==> src/rtl/packet_to_serial.sv <==
`default_nettype none
// ============================================================================
// Module   : packet_to_serial
// Brief    : Buffers one whole packet, then emits a serial frame of
//            MAGIC, length low, length high and the payload bytes.
// Revision : 1.0 - initial release
// ============================================================================
module packet_to_serial #(
    parameter int         DEPTH = 64,
    parameter logic [7:0] MAGIC = 8'h51
) (
    input  logic       clock,
    input  logic       clear,
    input  logic       in_valid,
    input  logic [7:0] in_data,
    input  logic       in_last,
    output logic       in_ready,
    output logic       out_valid,
    output logic [7:0] out_data,
    input  logic       out_ready,
    output logic       out_last,
    output logic       overflow
);

    localparam int AW = (DEPTH > 1) ? $clog2(DEPTH) : 1;

    typedef enum logic [2:0] {
        ST_ACCEPT   = 3'd0,
        ST_MAGIC    = 3'd1,
        ST_LEN_LO   = 3'd2,
        ST_LEN_HI   = 3'd3,
        ST_PAYLOAD  = 3'd4
    } state_t;

    state_t          state_q, state_d;
    logic [AW-1:0]   count_q, count_d;
    logic [AW-1:0]   rd_ptr_q, rd_ptr_d;
    logic [15:0]     len_q, len_d;
    logic            out_valid_q, out_valid_d;
    logic [7:0]      out_data_q, out_data_d;
    logic            out_last_q, out_last_d;
    logic            overflow_q, overflow_d;

    logic [7:0]      mem [DEPTH];
    logic [AW-1:0]   rd_addr;
    logic [7:0]      rd_byte;
    logic            in_xfer;
    logic            out_xfer;

    assign in_ready  = (state_q == ST_ACCEPT);
    assign in_xfer   = in_valid & in_ready;
    assign out_xfer  = out_valid_q & out_ready;

    assign out_valid = out_valid_q;
    assign out_data  = out_data_q;
    assign out_last  = out_last_q;
    assign overflow  = overflow_q;

    // Prefetch address: byte 0 while finishing the header, otherwise the
    // byte following the one currently presented on out_data.
    assign rd_addr = (state_q == ST_PAYLOAD) ? (rd_ptr_q + AW'(1)) : '0;
    assign rd_byte = mem[rd_addr];

    // Payload buffer write port; contents need no reset.
    always_ff @(posedge clock) begin
        if (in_xfer) begin
            mem[count_q] <= in_data;
        end
    end

    // Next-state and registered-output computation.
    always_comb begin
        state_d     = state_q;
        count_d     = count_q;
        rd_ptr_d    = rd_ptr_q;
        len_d       = len_q;
        out_valid_d = out_valid_q;
        out_data_d  = out_data_q;
        out_last_d  = out_last_q;
        overflow_d  = 1'b0;

        unique case (state_q)
            ST_ACCEPT: begin
                if (in_xfer) begin
                    count_d = count_q + AW'(1);
                    // A full buffer closes the frame even without in_last;
                    // the remainder of the packet becomes the next frame.
                    if (in_last || (count_q == AW'(DEPTH - 1))) begin
                        len_d       = 16'(count_q) + 16'd1;
                        count_d     = '0;
                        state_d     = ST_MAGIC;
                        out_valid_d = 1'b1;
                        out_data_d  = MAGIC;
                        out_last_d  = 1'b0;
                        overflow_d  = ~in_last;
                    end
                end
            end
            ST_MAGIC: begin
                if (out_xfer) begin
                    out_data_d = len_q[7:0];
                    state_d    = ST_LEN_LO;
                end
            end
            ST_LEN_LO: begin
                if (out_xfer) begin
                    out_data_d = len_q[15:8];
                    state_d    = ST_LEN_HI;
                end
            end
            ST_LEN_HI: begin
                if (out_xfer) begin
                    out_data_d = rd_byte;
                    rd_ptr_d   = '0;
                    out_last_d = (len_q == 16'd1);
                    state_d    = ST_PAYLOAD;
                end
            end
            ST_PAYLOAD: begin
                if (out_xfer) begin
                    if (out_last_q) begin
                        state_d     = ST_ACCEPT;
                        rd_ptr_d    = '0;
                        out_valid_d = 1'b0;
                        out_data_d  = 8'h00;
                        out_last_d  = 1'b0;
                    end else begin
                        rd_ptr_d   = rd_ptr_q + AW'(1);
                        out_data_d = rd_byte;
                        out_last_d = ((16'(rd_ptr_q) + 16'd2) == len_q);
                    end
                end
            end
            default: begin
                state_d     = ST_ACCEPT;
                out_valid_d = 1'b0;
            end
        endcase
    end

    // State and output registers with synchronous clear.
    always_ff @(posedge clock) begin
        if (clear) begin
            state_q     <= ST_ACCEPT;
            count_q     <= '0;
            rd_ptr_q    <= '0;
            len_q       <= 16'd0;
            out_valid_q <= 1'b0;
            out_data_q  <= 8'h00;
            out_last_q  <= 1'b0;
            overflow_q  <= 1'b0;
        end else begin
            state_q     <= state_d;
            count_q     <= count_d;
            rd_ptr_q    <= rd_ptr_d;
            len_q       <= len_d;
            out_valid_q <= out_valid_d;
            out_data_q  <= out_data_d;
            out_last_q  <= out_last_d;
            overflow_q  <= overflow_d;
        end
    end

endmodule
`default_nettype wire

==> config.mk <==
export PLATFORM = sky130hd
export DESIGN_NAME = packet_to_serial
export DESIGN_NICKNAME = d
export VERILOG_FILES = /design/src/rtl/packet_to_serial.sv
export SDC_FILE = /design/constraint.sdc
export NUM_CORES = 1
export LEC_CHECK = 0
export CAP_MARGIN = 25
export CORE_MARGIN = 4
export CORE_UTILIZATION = 45
export DETAILED_ROUTE_END_ITERATION = 10
export GPL_TIMING_DRIVEN = 0
export HOLD_SLACK_MARGIN = 0.03
export SLEW_MARGIN = 20
export SYNTH_ARGS = -nofsm -noshare
export SYNTH_HDL_FRONTEND = slang
export SYNTH_SLANG_ARGS = --single-unit
==> constraint.sdc <==
create_clock -name clock -period 2.8 [get_ports clock]
set_input_delay 0.7 -clock clock [delete_from_list [all_inputs] [get_ports clock]]
set_output_delay 0.7 -clock clock [all_outputs]
set_load 0.01 [all_outputs]
# Word level (Yosys, flattened, before mapping)
# Memories as Yosys holds them, arrays and structs flattened.
# Index checks and enable logic that the tools add are counted.
[totals]
memories = 1
output_inout_bits = 12
ram_bits = 512
regBits = 42
wordCells = 83
inputBits = 13
[mem_list]
columns = ["memory", "words", "width", "rd", "rd_clocked_by_memory_dff", "write_ports", "line_no", "text"]
rows = [
  ["mem", 64, 8, 1, 0, 1, "44", "logic [7:0] mem [DEPTH];"],
]
[op_classes]
mux = 35
bitwise_logic = 7
n_addsub = 4
n_eq_ne = 14
reduce_logical = 14
[ops]
columns = ["op", "count"]
rows = [
  ["8-bit 2-to-1 mux", 7],
  ["8-bit case mux with 5 select lines", 1],
  ["6-bit 2-to-1 mux", 5],
  ["3-bit 2-to-1 mux", 7],
  ["16-bit by 1-bit == test with 1-bit output, second input constant", 1],
  ["7-bit by 16-bit == test with 1-bit output", 1],
  ["3-bit case mux with 5 select lines", 1],
  ["7-bit AND reduction", 2],
  ["6-bit by 1-bit adder with 6-bit output, second input constant", 2],
  ["6-bit case mux with 2 select lines", 1],
  ["1-bit 2-to-1 mux", 11],
  ["2-bit inequality test, second input constant", 5],
  ["5-bit AND reduction", 2],
  ["6-bit by 1-bit adder with 7-bit output, second input constant", 1],
  ["6-bit by 2-bit adder with 7-bit output, second input constant", 1],
  ["3-bit by 2-bit == test with 1-bit output, second input constant", 2],
  ["6-bit == test, second input constant", 1],
  ["1-bit case mux with 3 select lines", 2],
  ["3-bit AND reduction", 2],
  ["1-bit inverter", 5],
  ["5-bit nonzero test", 1],
  ["2-bit by 1-bit inequality test with 1-bit output, second input constant", 2],
  ["4-bit OR reduction", 1],
  ["3-bit by 1-bit == test with 1-bit output, second input constant", 1],
  ["other kinds (8)", 9],
]

# Logic depth before layout (Yosys ltp)
# Gate-level depths: netlist (run 1).
# An unclocked memory read counts as a cell.
[depth]
depth_word = 6
depth_mapped = 11
mapped_depth_nobuf = 8

# Worst setup path after synthesis (run 1)
# OpenSTA, ideal clock, no wires.
[synth_timing]
kind = "reg2reg"
startpoint = "register state_q[1]"
endpoint = "memory mem[59][0], enable pin"
arrival_ns = 2.107
required_ns = 2.430
setup_time_ns = 0.370
setup_slack_ns = 0.322
period_less_slack_ns = 2.478
stages_incl_launch_ff = 7
n_path_buf = 1
path_cell_list = "dfxtp_1 > clkbuf_1 > nor3_1 > nand2_1 > nor2_1 > nand3_1 > nor2_1"
[synth_via]
elab_chain_cells = 4
[synth_rtl]
columns = ["item", "line_no", "text"]
rows = [
  ["from (decl)", "35", "state_t state_q, state_d;"],
  ["from (signal assigned)", "153", "state_q <= state_d;"],
  ["3-bit logical NOT", "50", "assign in_ready = (state_q == ST_ACCEPT);"],
  ["named net in_ready", "17", "output logic in_ready,"],
  ["1-bit AND", "51", "assign in_xfer = in_valid & in_ready;"],
  ["1-bit 2-to-1 mux", "66", "if (in_xfer) begin"],
  ["1-bit 2-to-1 mux (implied by the code)", "67", "mem[count_q] <= in_data;"],
  ["to (decl)", "44", ""],
]
# The timed path passes the listed nets, and every way through them passes these cells.

# Final worst setup path (run 1)
[layout_timing]
startpoint = "register rd_ptr_q[1]"
endpoint = "register out_data_q[1] (netlist: out_data[1])"
[layout_via]
elab_chain_cells = 6
elab_cells_between_ends = 7
cone_classes = "add/sub (1); mux (5); memory (1)"
[layout_rtl]
columns = ["item", "line_no", "text"]
rows = [
  ["from (decl)", "37", "logic [AW-1:0] rd_ptr_q, rd_ptr_d;"],
  ["from (signal assigned)", "155", "rd_ptr_q <= rd_ptr_d;"],
  ["6-bit by 1-bit adder with 6-bit output (*)", "61", "assign rd_addr = (state_q == ST_PAYLOAD) ? (rd_ptr_q + AW'(1)) : '0;"],
  ["6-bit 2-to-1 mux (*)", "61", ""],
  ["memory 64 x 8 bit (*)", "--", ""],
  ["8-bit 2-to-1 mux", "121", "if (out_last_q) begin"],
  ["8-bit 2-to-1 mux", "120", "if (out_xfer) begin"],
  ["8-bit case mux with 5 select lines (*)", "82", "unique case (state_q)"],
  ["to (signal assigned)", "158", "out_data_q <= out_data_d;"],
  ["to (decl)", "40", "logic [7:0] out_data_q, out_data_d;"],
]
# Every way passes the cells marked *; elsewhere a longest branch is shown, timed or not. The select of a mux whose other input is x is not followed.
# A chain may end at the register's enable or synchronous reset.

==> results of run 1 <==
==> what timing repair did <==
action	4_1_cts	5_1_grt
hold buffers	0	0
setup buffers	8	7
cloned	0	0
endpoints found under the setup margin	515	24
pin swaps	5	15
resized for setup	314	78
==> flip-flops by register name (all words and copies together), names as in the netlist <==
register   cells
len_q          7
count_q        6
overflow       1
state_q        3
rd_ptr_q       6
out_data       8
out_last       1
mem          512
out_valid      1
==> power groups by stage <==
stage	logic (mW)	clock network [mW]	registers, mW
after floorplan	0.0991	0	9.12
after global placement	0.304	0	9.14
after detailed placement	0.311	0	9.12
after CTS	0.337	7.20	8.95
after global routing	0.363	7.57	8.95
final	0.346	7.19	8.95
==> per-layer routing <==
metal  wire length, µm  vias to the layer above  part of all wire, %
li1                  -                     6162                    -
met1             29800                     7657                   37
met2             35200                     1284                   44
met3             10700                      247                   13
met4              4920                        0                  6.1
met5                 0                        -                    0
==> per-stage QoR <==
stage	worst slack, ps	TNS [ps]	instance area [µm²]	power [mW]
floorplan	322	0	22200	9.22
global placement	-2020	-812050	23300	9.45
detailed placement	-1830	-450780	23300	9.43
CTS	-25.3	-34.8	26200	16.5
global route	-18.4	-49.9	26500	16.9
finish	-35.1	-75.7	26500	16.5
==> cell usage after synthesis, types with 6 or more instances <==
| library cell | n | area share (%) |
|---|---|---|
| sky130_fd_sc_hd__buf_6 | 8 | 0.41 |
| sky130_fd_sc_hd__a22oi_1 | 15 | 0.51 |
| sky130_fd_sc_hd__xnor2_1 | 11 | 0.43 |
| sky130_fd_sc_hd__nor3_1 | 34 | 0.77 |
| sky130_fd_sc_hd__a31oi_1 | 16 | 0.45 |
| sky130_fd_sc_hd__a211oi_1 | 23 | 0.78 |
| sky130_fd_sc_hd__mux2i_1 | 41 | 1.8 |
| sky130_fd_sc_hd__a21oi_1 | 72 | 1.6 |
| sky130_fd_sc_hd__a221oi_1 | 55 | 2.2 |
| sky130_fd_sc_hd__mux4_2 | 35 | 3.6 |
| sky130_fd_sc_hd__a2111oi_0 | 6 | 0.24 |
| sky130_fd_sc_hd__o221ai_1 | 8 | 0.32 |
| sky130_fd_sc_hd__buf_2 | 23 | 0.52 |
| sky130_fd_sc_hd__nand3_1 | 66 | 1.5 |
| sky130_fd_sc_hd__and2_1 | 6 | 0.17 |
| sky130_fd_sc_hd__nand2_1 | 173 | 2.9 |
| sky130_fd_sc_hd__mux2_2 | 6 | 0.30 |
| sky130_fd_sc_hd__and3_1 | 12 | 0.34 |
| sky130_fd_sc_hd__o21ai_0 | 37 | 0.83 |
| sky130_fd_sc_hd__xor2_1 | 8 | 0.32 |
| sky130_fd_sc_hd__or3_1 | 6 | 0.17 |
| sky130_fd_sc_hd__o311ai_0 | 6 | 0.24 |
| sky130_fd_sc_hd__a311oi_1 | 8 | 0.32 |
| sky130_fd_sc_hd__buf_1 | 13 | 0.22 |
| sky130_fd_sc_hd__buf_4 | 6 | 0.20 |
| sky130_fd_sc_hd__dfxtp_1 | 33 | 3.0 |
| sky130_fd_sc_hd__edfxtp_1 | 512 | 69 |
| sky130_fd_sc_hd__nor2_1 | 113 | 1.9 |
| sky130_fd_sc_hd__inv_1 | 9 | 0.15 |
| sky130_fd_sc_hd__clkbuf_1 | 57 | 0.96 |
==> cells by family after synthesis <==
family / synth area share, %
AOI/OAI and AO/OA: 9.65
xor gates and xnor gates: 0.823
adders and majority gates: 0.169
buffers and inverters: 2.50
DFF: 72.2
muxes: 5.70
and+or+nand+nor: 8.94
==> worst paths after layout <==
check / endpoint / startpoint
worst min register to register: out_data[7]$_SDFFE_PP0P_ / out_data[7]$_SDFFE_PP0P_
worst max register to register: out_data[1]$_SDFFE_PP0P_ / rd_ptr_q[1]$_SDFFE_PP0P_
worst min-delay path: out_data[7]$_SDFFE_PP0P_ / out_data[7]$_SDFFE_PP0P_
worst max-delay path: out_data[1]$_SDFFE_PP0P_ / rd_ptr_q[1]$_SDFFE_PP0P_
==> worst reg2reg max path: cells and delay by family (launching register included) <==
kind | cells | cell delay (ps)
flip-flops | 1 | 360
buffers and inverters | 2 | 1020
AO/OA/AOI/OAI | 5 | 900
adder cells (fa/ha/maj) | 1 | 420
==> final cells by class <==
class                   instances  share of cell area, %
diodes                          2                 0.0189
inverters                      11                  0.170
plain buffers                 104                   3.01
clock buffers                  68                   5.46
clock inverters                32                   1.03
well taps                     664                   3.14
multi-input cells             848                   25.1
repair buffers                 40                   1.45
flip-flops and latches        545                   60.6
==> summary by stage, run 1 <==
Drt
The total number of vias is 15400. The routed design has 80700 µm of wire. The number of DRC markers after the initial detailed-route iteration is 2260. The final routed wire length divided by cell count is 34.9 µm. The antenna violation net count after detailed routing is 0. In the routed layout, each cell is associated on average with a via count of 6.63. The residual DRC count is 0. Before antenna repair, the detailed router went through 5 iterations.

STA
For the final database, setup skew stands at 49.9 ps. Dividing the final minimum period by the clock period gives 101%. The number of failing hold endpoints at the final stage is 0. The final worst slack is -35.1 ps. The top achievable clock speed is 353 MHz. Setup repair after global routing could not meet its margin everywhere.

The worst-margin pin slew is 954 ps. Across all hold checks on the routed design, the worst slack comes to 542 ps. The worst max-slew margin expressed relative to the limit is 36.2%.

Setup violations remaining at the end of the flow were counted as 3. The smallest clock period supported by the final layout is computed as 2840 ps. The number of pins with negative max-slew slack in the final report came to 0.

Floorplanning
The die covers 53000 µm². The number of rows created at floorplan is 81. The overall die width is 230 µm. For this design the top-level I/O count stands at 25.

The floorplan step set the die height to 230 µm. The initial utilization of the core area, before any placement, comes to 45.5%. The region available for standard cell placement spans 48800 µm².

Power and ir drop
The net switching power of the design is 3.46 mW. The cell-internal power is 13.0 mW. The maximum VDD drop is 0.483 mV.

The share of total power dissipated in the clock network is 43.6%. The proportion of power drawn by flip-flops and latches is 54.3%. The fraction of power spent switching nets is 21.0%. The reported leakage power is 8.16 nW. The cell area power density is 623 nW/µm². The combinational share of power is 2.1%.

Global route
For this run, global-route usage on met3 was measured as 8.42%. The first global-routing pass estimated 112000 µm of wire. The met1 usage in global routing is 41.3%. The number of antenna violations at the first check in global routing is 3. The layer carrying the most global-route usage is met2. The largest net degree at the start of global routing is 65. The overall track demand over capacity in global routing is 30.0%. Summed over all layers, the global routing overflow is 0. The number of global-route vias before repair was 14400. The global routing met2 resource utilization is 43.7%.

Yosys
The number of cells produced by synthesis is 1511. A synthesized cell averages 14.7 µm². The warning count from the yosys run is 0.

The synthesized design contains 545 register bits. The number of flops mapped to enable cells by yosys is 512. The predominant post-synthesis flop cell is sky130_fd_sc_hd__edfxtp_1. The fraction of the yosys area taken by sequential cells is 72.2%. The post-synth net total is 1527. The fraction of synthesis flops using an asynchronous set or reset pin is 0%. The number of library cell types mapped by synthesis is 74. The cell area that synthesis handed to floorplanning was 22200 µm².

Worst setup path
The cell at the slowest stage of the critical path is sky130_fd_sc_hd__clkbuf_2. The cell repeated most along the worst path is sky130_fd_sc_hd__clkbuf_2. The kind of end point of the critical path is a flop. The number of gates on the worst path with buffers counted is 8. The total buffers and inverters traversed by the critical path is 2. The required arrival time at the worst endpoint is 3290 ps. The signal arrival time at the worst endpoint is 3330 ps. Counting cells, the worst reg-to-reg path comes to 8. The worst setup path is launched from a flop. The worst setup path is of the reg2reg kind. The slack of the worst reg-to-reg path is -40 ps. Traced cell by cell, the critical path runs through ha_4 -> clkbuf_2 -> clkbuf_2 -> o21ai_0 -> o21ai_2 -> a211oi_1 -> o211ai_1 -> o2111ai_1. The cell family contributing the most delay on the critical path is buffers and inverters. Along the worst path, the maximum fanout reaches 10. The largest single stage delay on the critical path is 520 ps.

CTS
The number of buffers added by the clock tree synthesis step is 55. The clock slew seen by the registers of the worst setup and hold paths is 70 ps. TritonCTS built the clock tree. The later pin in the worst-skew pair is clocked with a latency of 630 ps. The clock tree root driver cell is sky130_fd_sc_hd__clkbuf_16.

The clock sink count is 545. The CTS H-tree depth is 2. The longest clock path from root to sink contains 3 buffers.

Min path
The min-delay analysis places its worst path in the category reg2reg. The number of cells traversed by the worst hold path is 2.

Final layout
The area of combinational cells with multiple inputs is 6650 µm². The sequential standard cell area is 16000 µm². From synthesis to final layout, the design area changed by 19.3%. The number of fillers in the final layout is 3964.

The non-filler instance count after layout is 2314. The net count of the finished layout is 1621. The share of final-layout standard cells stronger than drive strength 1 is 23.2%.

Leaving out fill and tap cells, the most frequent cells in the layout are sky130_fd_sc_hd__edfxtp_1, sky130_fd_sc_hd__nand2_1, sky130_fd_sc_hd__a21oi_1. The library cell used most frequently in the layout, excluding fill and tap cells, is sky130_fd_sc_hd__edfxtp_1. At the end of the flow the core is filled with cells to 54.2%.

Placed design
The number of cells in the design after placement is 2200. The count of buffers added on input and output ports is 23. The routability congestion estimate from global placement is 0.978. The wire-length estimate of the detail-placed layout is 50500 µm.

Outcome
The final reports fail on setup timing. The run finished, with violations left.

Run
The total of max-cap violations is 0.
(Power assumes the default switching activity.)
==> inputs of run 2 (changes only) <==
- CAP_MARGIN: 25 -> 40
==> run 2 against run 1 <==
Compared with the run above:
- the run still ends with setup timing left
- cell count is 1.6% higher
- largest cell class unchanged
- combinational power decreased by 2%
- critical path type unchanged
- largest power group unchanged
- global-route usage increased by 0.096 points
==> summary by stage, run 2 (synthesis gave the netlist of run 1 again) <==
Outcome
Run status: finished with violations (unchanged). Failing checks: setup timing (unchanged).

STA
The worst max-slew margin expressed relative to the limit was 42.1% (was 36.2%). The worst-margin pin slew was 866 ps (was 954 ps). The setup skew after layout is 26.5 ps (was 49.9 ps).

The final worst slack is -87.9 ps (was -35.1 ps). The number of pins with negative max-slew slack in the final report is 0 (unchanged). The number of failing hold endpoints at the final stage is 0 (unchanged).

The final-report setup violation count came to 7 (was 3). Setup repair after global routing missed its margin: yes (unchanged). The clock period minus worst slack came to 2890 ps (was 2840 ps).

The top achievable clock speed is 346 MHz (was 353 MHz). The summed negative setup slack over all endpoints came to -331 ps (was -75.7 ps). The ratio of final minimum period to clock period is 103% (was 101%).

Worst setup path
The maximum fanout along the worst path is 10 (unchanged). The kind of end point of the critical path is a flop (unchanged). The signal arrival time at the worst endpoint is 3430 ps (was 3330 ps). The largest stage delay on the critical path is 470 ps (was 520 ps).

The kind of cell adding the most delay to the critical path was buffers and inverters (unchanged). The cell at the slowest stage of the critical path is sky130_fd_sc_hd__nor2_1 (was sky130_fd_sc_hd__clkbuf_2). The total buffers and inverters traversed by the critical path is 3 (was 2). CP cell instances: ha_4 -> clkinv_1 -> clkbuf_2 -> nor2_1 -> a2111oi_1 -> nor4_1 -> clkdlybuf4s15_2 -> a221oi_2 -> a22oi_1 (was ha_4 -> clkbuf_2 -> clkbuf_2 -> o21ai_0 -> o21ai_2 -> a211oi_1 -> o211ai_1 -> o2111ai_1). The required arrival time at the worst endpoint is 3350 ps (was 3290 ps).

The startpoint type of the worst setup path is a flop (unchanged). The critical path class is reg2reg (unchanged).

CTS
The TritonCTS clock tree is done (unchanged). The number of buffers added by the clock tree synthesis step is 56 (was 55). The insertion delay of the later-clocked pin in the worst-skew pair is 620 ps (was 630 ps). The number of buffers between clock root and the deepest sink is 3 (unchanged).

The clock sink count is 545 (unchanged). The CTS H-tree depth was 2 (unchanged). The clock tree root driver cell is sky130_fd_sc_hd__clkbuf_16 (unchanged).

The clock slew seen by the registers of the worst setup and hold paths is 60 ps (was 70 ps).

Floorplanning
The boundary pin count is 25 (unchanged). The die extent in y is 230 µm (unchanged). The area of the placeable core is 48800 µm² (unchanged). The initial core utilization is 45.5% (unchanged). The overall die width was 230 µm (unchanged). The die area came to 53000 µm² (unchanged). The number of rows created at floorplan is 81 (unchanged).

Drt
The vias per cell is 6.54 (was 6.63). The residual DRC count was 0 (unchanged). The final routed wire length divided by cell count was 34.4 µm (was 34.9 µm).

The number of DRC markers after the initial detailed-route iteration is 2129 (was 2260). The antenna violation net count after detailed routing was 0 (unchanged). The total routed wirelength came to 80700 µm (about the same). The first-pass detailed-route iteration total is 5 (unchanged). The total number of vias is 15400 (about the same).

Power and ir drop
The cell area power density came to 634 nW/µm² (was 623 nW/µm²). The final total power is 16.8 mW (was 16.5 mW). The maximum VDD drop is 0.479 mV (was 0.483 mV). The reported leakage power was 8.36 nW (was 8.16 nW).

Final layout
The flip-flop count of the largest register, all copies and words added is 512 (unchanged). The leading cell type in the layout, fill and taps excluded is sky130_fd_sc_hd__edfxtp_1 (unchanged). The net count of the finished layout was 1653 (was 1621).

The cell area after layout is 26600 µm² (was 26500 µm²). The register ranked first by flip-flop count is mem (unchanged). The number of fillers in the final layout is 3944 (was 3964). The area added between synthesis and finish is 19.8% (was 19.3%). The share of final-layout standard cells stronger than drive strength 1 is 23.8% (was 23.2%).

Most used cells in the layout excluding fill and tap cells: sky130_fd_sc_hd__edfxtp_1, sky130_fd_sc_hd__nand2_1, sky130_fd_sc_hd__a21oi_1 (unchanged).

Placed design
The cell area reported after detailed placement is 23600 µm² (was 23300 µm²). The minimum setup slack after placement came to -1360 ps (was -1830 ps). The placed wire-length estimate is 52300 µm (was 50500 µm). The routability congestion estimate from global placement is 0.978 (unchanged). The count of buffers from port buffering was 23 (unchanged).

Global route
The largest net degree at the start of global routing is 65 (unchanged). The total overflow reported by the global router was 0 (unchanged). The first-pass GRT wire length is 112000 µm (about the same).

The number of global-route vias before repair is 14500 (was 14400). The overall track demand over capacity in global routing came to 30.0% (about the same). The number of antenna violations at the first check in global routing came to 1 (was 3).

Min path
The worst hold path class is reg2reg (unchanged).

Run
The total of max-cap violations is 0 (unchanged).
[run 2: cell count changes in the layout (fill, tap and decap cells not counted), moves of 4 or more]
cell                       delta
sky130_fd_sc_hd__nor2_4      -36
sky130_fd_sc_hd__nor2_2      +25
sky130_fd_sc_hd__buf_4       +15
sky130_fd_sc_hd__clkbuf_4    -11
sky130_fd_sc_hd__nor2_1      +11
sky130_fd_sc_hd__clkbuf_2     +9
sky130_fd_sc_hd__buf_6        +7
sky130_fd_sc_hd__clkbuf_1     +6
sky130_fd_sc_hd__buf_8        +4
[run 2: final timing paths]
path                                  from                       end  slack (ps)  cells after the start
setup / recovery  rd_ptr_q[0]$_SDFFE_PP0P_  out_data[2]$_SDFFE_PP0P_         -90                      9
hold / removal      out_valid$_SDFFE_PP0P_    out_valid$_SDFFE_PP0P_         530                      2
setup reg to reg  rd_ptr_q[0]$_SDFFE_PP0P_  out_data[2]$_SDFFE_PP0P_         -90                      9
hold reg to reg     out_valid$_SDFFE_PP0P_    out_valid$_SDFFE_PP0P_         530                      2
[run 2: layout make-up]
type	instances	area [µm²]	share of cell area, %
diodes	2	5.00	0.0188
plain buffers	105	732	2.75
clock buffers	76	1560	5.86
clock inverters	29	289	1.09
inverters	11	43.8	0.165
multi-input cells	848	6400	24.1
flip-flops and latches	545	16100	60.4
well taps	664	831	3.12
repair buffers	70	682	2.56
[run 2: worst reg2reg max path: stages (launching register included)]
cell	delay, ps
sky130_fd_sc_hd__dfxtp_2	370
sky130_fd_sc_hd__ha_4	390
sky130_fd_sc_hd__clkinv_1	220
sky130_fd_sc_hd__clkbuf_2	290
sky130_fd_sc_hd__nor2_1	470
sky130_fd_sc_hd__a2111oi_1	180
sky130_fd_sc_hd__nor4_1	340
sky130_fd_sc_hd__clkdlybuf4s15_2	320
sky130_fd_sc_hd__a221oi_2	50
sky130_fd_sc_hd__a22oi_1	190
[run 2: routing by layer]
layer  vias up  GRT usage (%)  wire length (µm)
met3       262           7.79             10400
met4         0           16.0              5460
li1       6223              -                 -
met5         -              0                 0
met1      7673           40.8             30000
met2      1203           44.7             34900
[run 2: timing repair]
action                                 CTS  global route
gates resized for setup                234            64
endpoints found under the hold margin    0             0
setup buffers                           13             2
setup endpoints to repair              514           200
pin swaps                                9            12
hold buffers                             0             0
[run 2: through the flow]
stage / instances / hold slack (ps) / utilization [%]
2_1_floorplan: 1511 / 477 / -
3_3_place_gp: 2198 / 504 / 47.6
3_5_place_dp: 2230 / 509 / 48.3
4_1_cts: 2346 / 517 / 53.9
5_1_grt: 2348 / 564 / 54.4
6_report: 2350 / 532 / 54.4
[run 2: where the power goes]
part	switching [mW]	internal, mW	leakage [nW]	total [mW]
Combinational	0.268	0.0722	2.59	0.340
Sequential	0.0232	8.93	4.88	8.95
Clock	3.20	4.36	0.896	7.56
Total	3.49	13.4	8.36	16.8
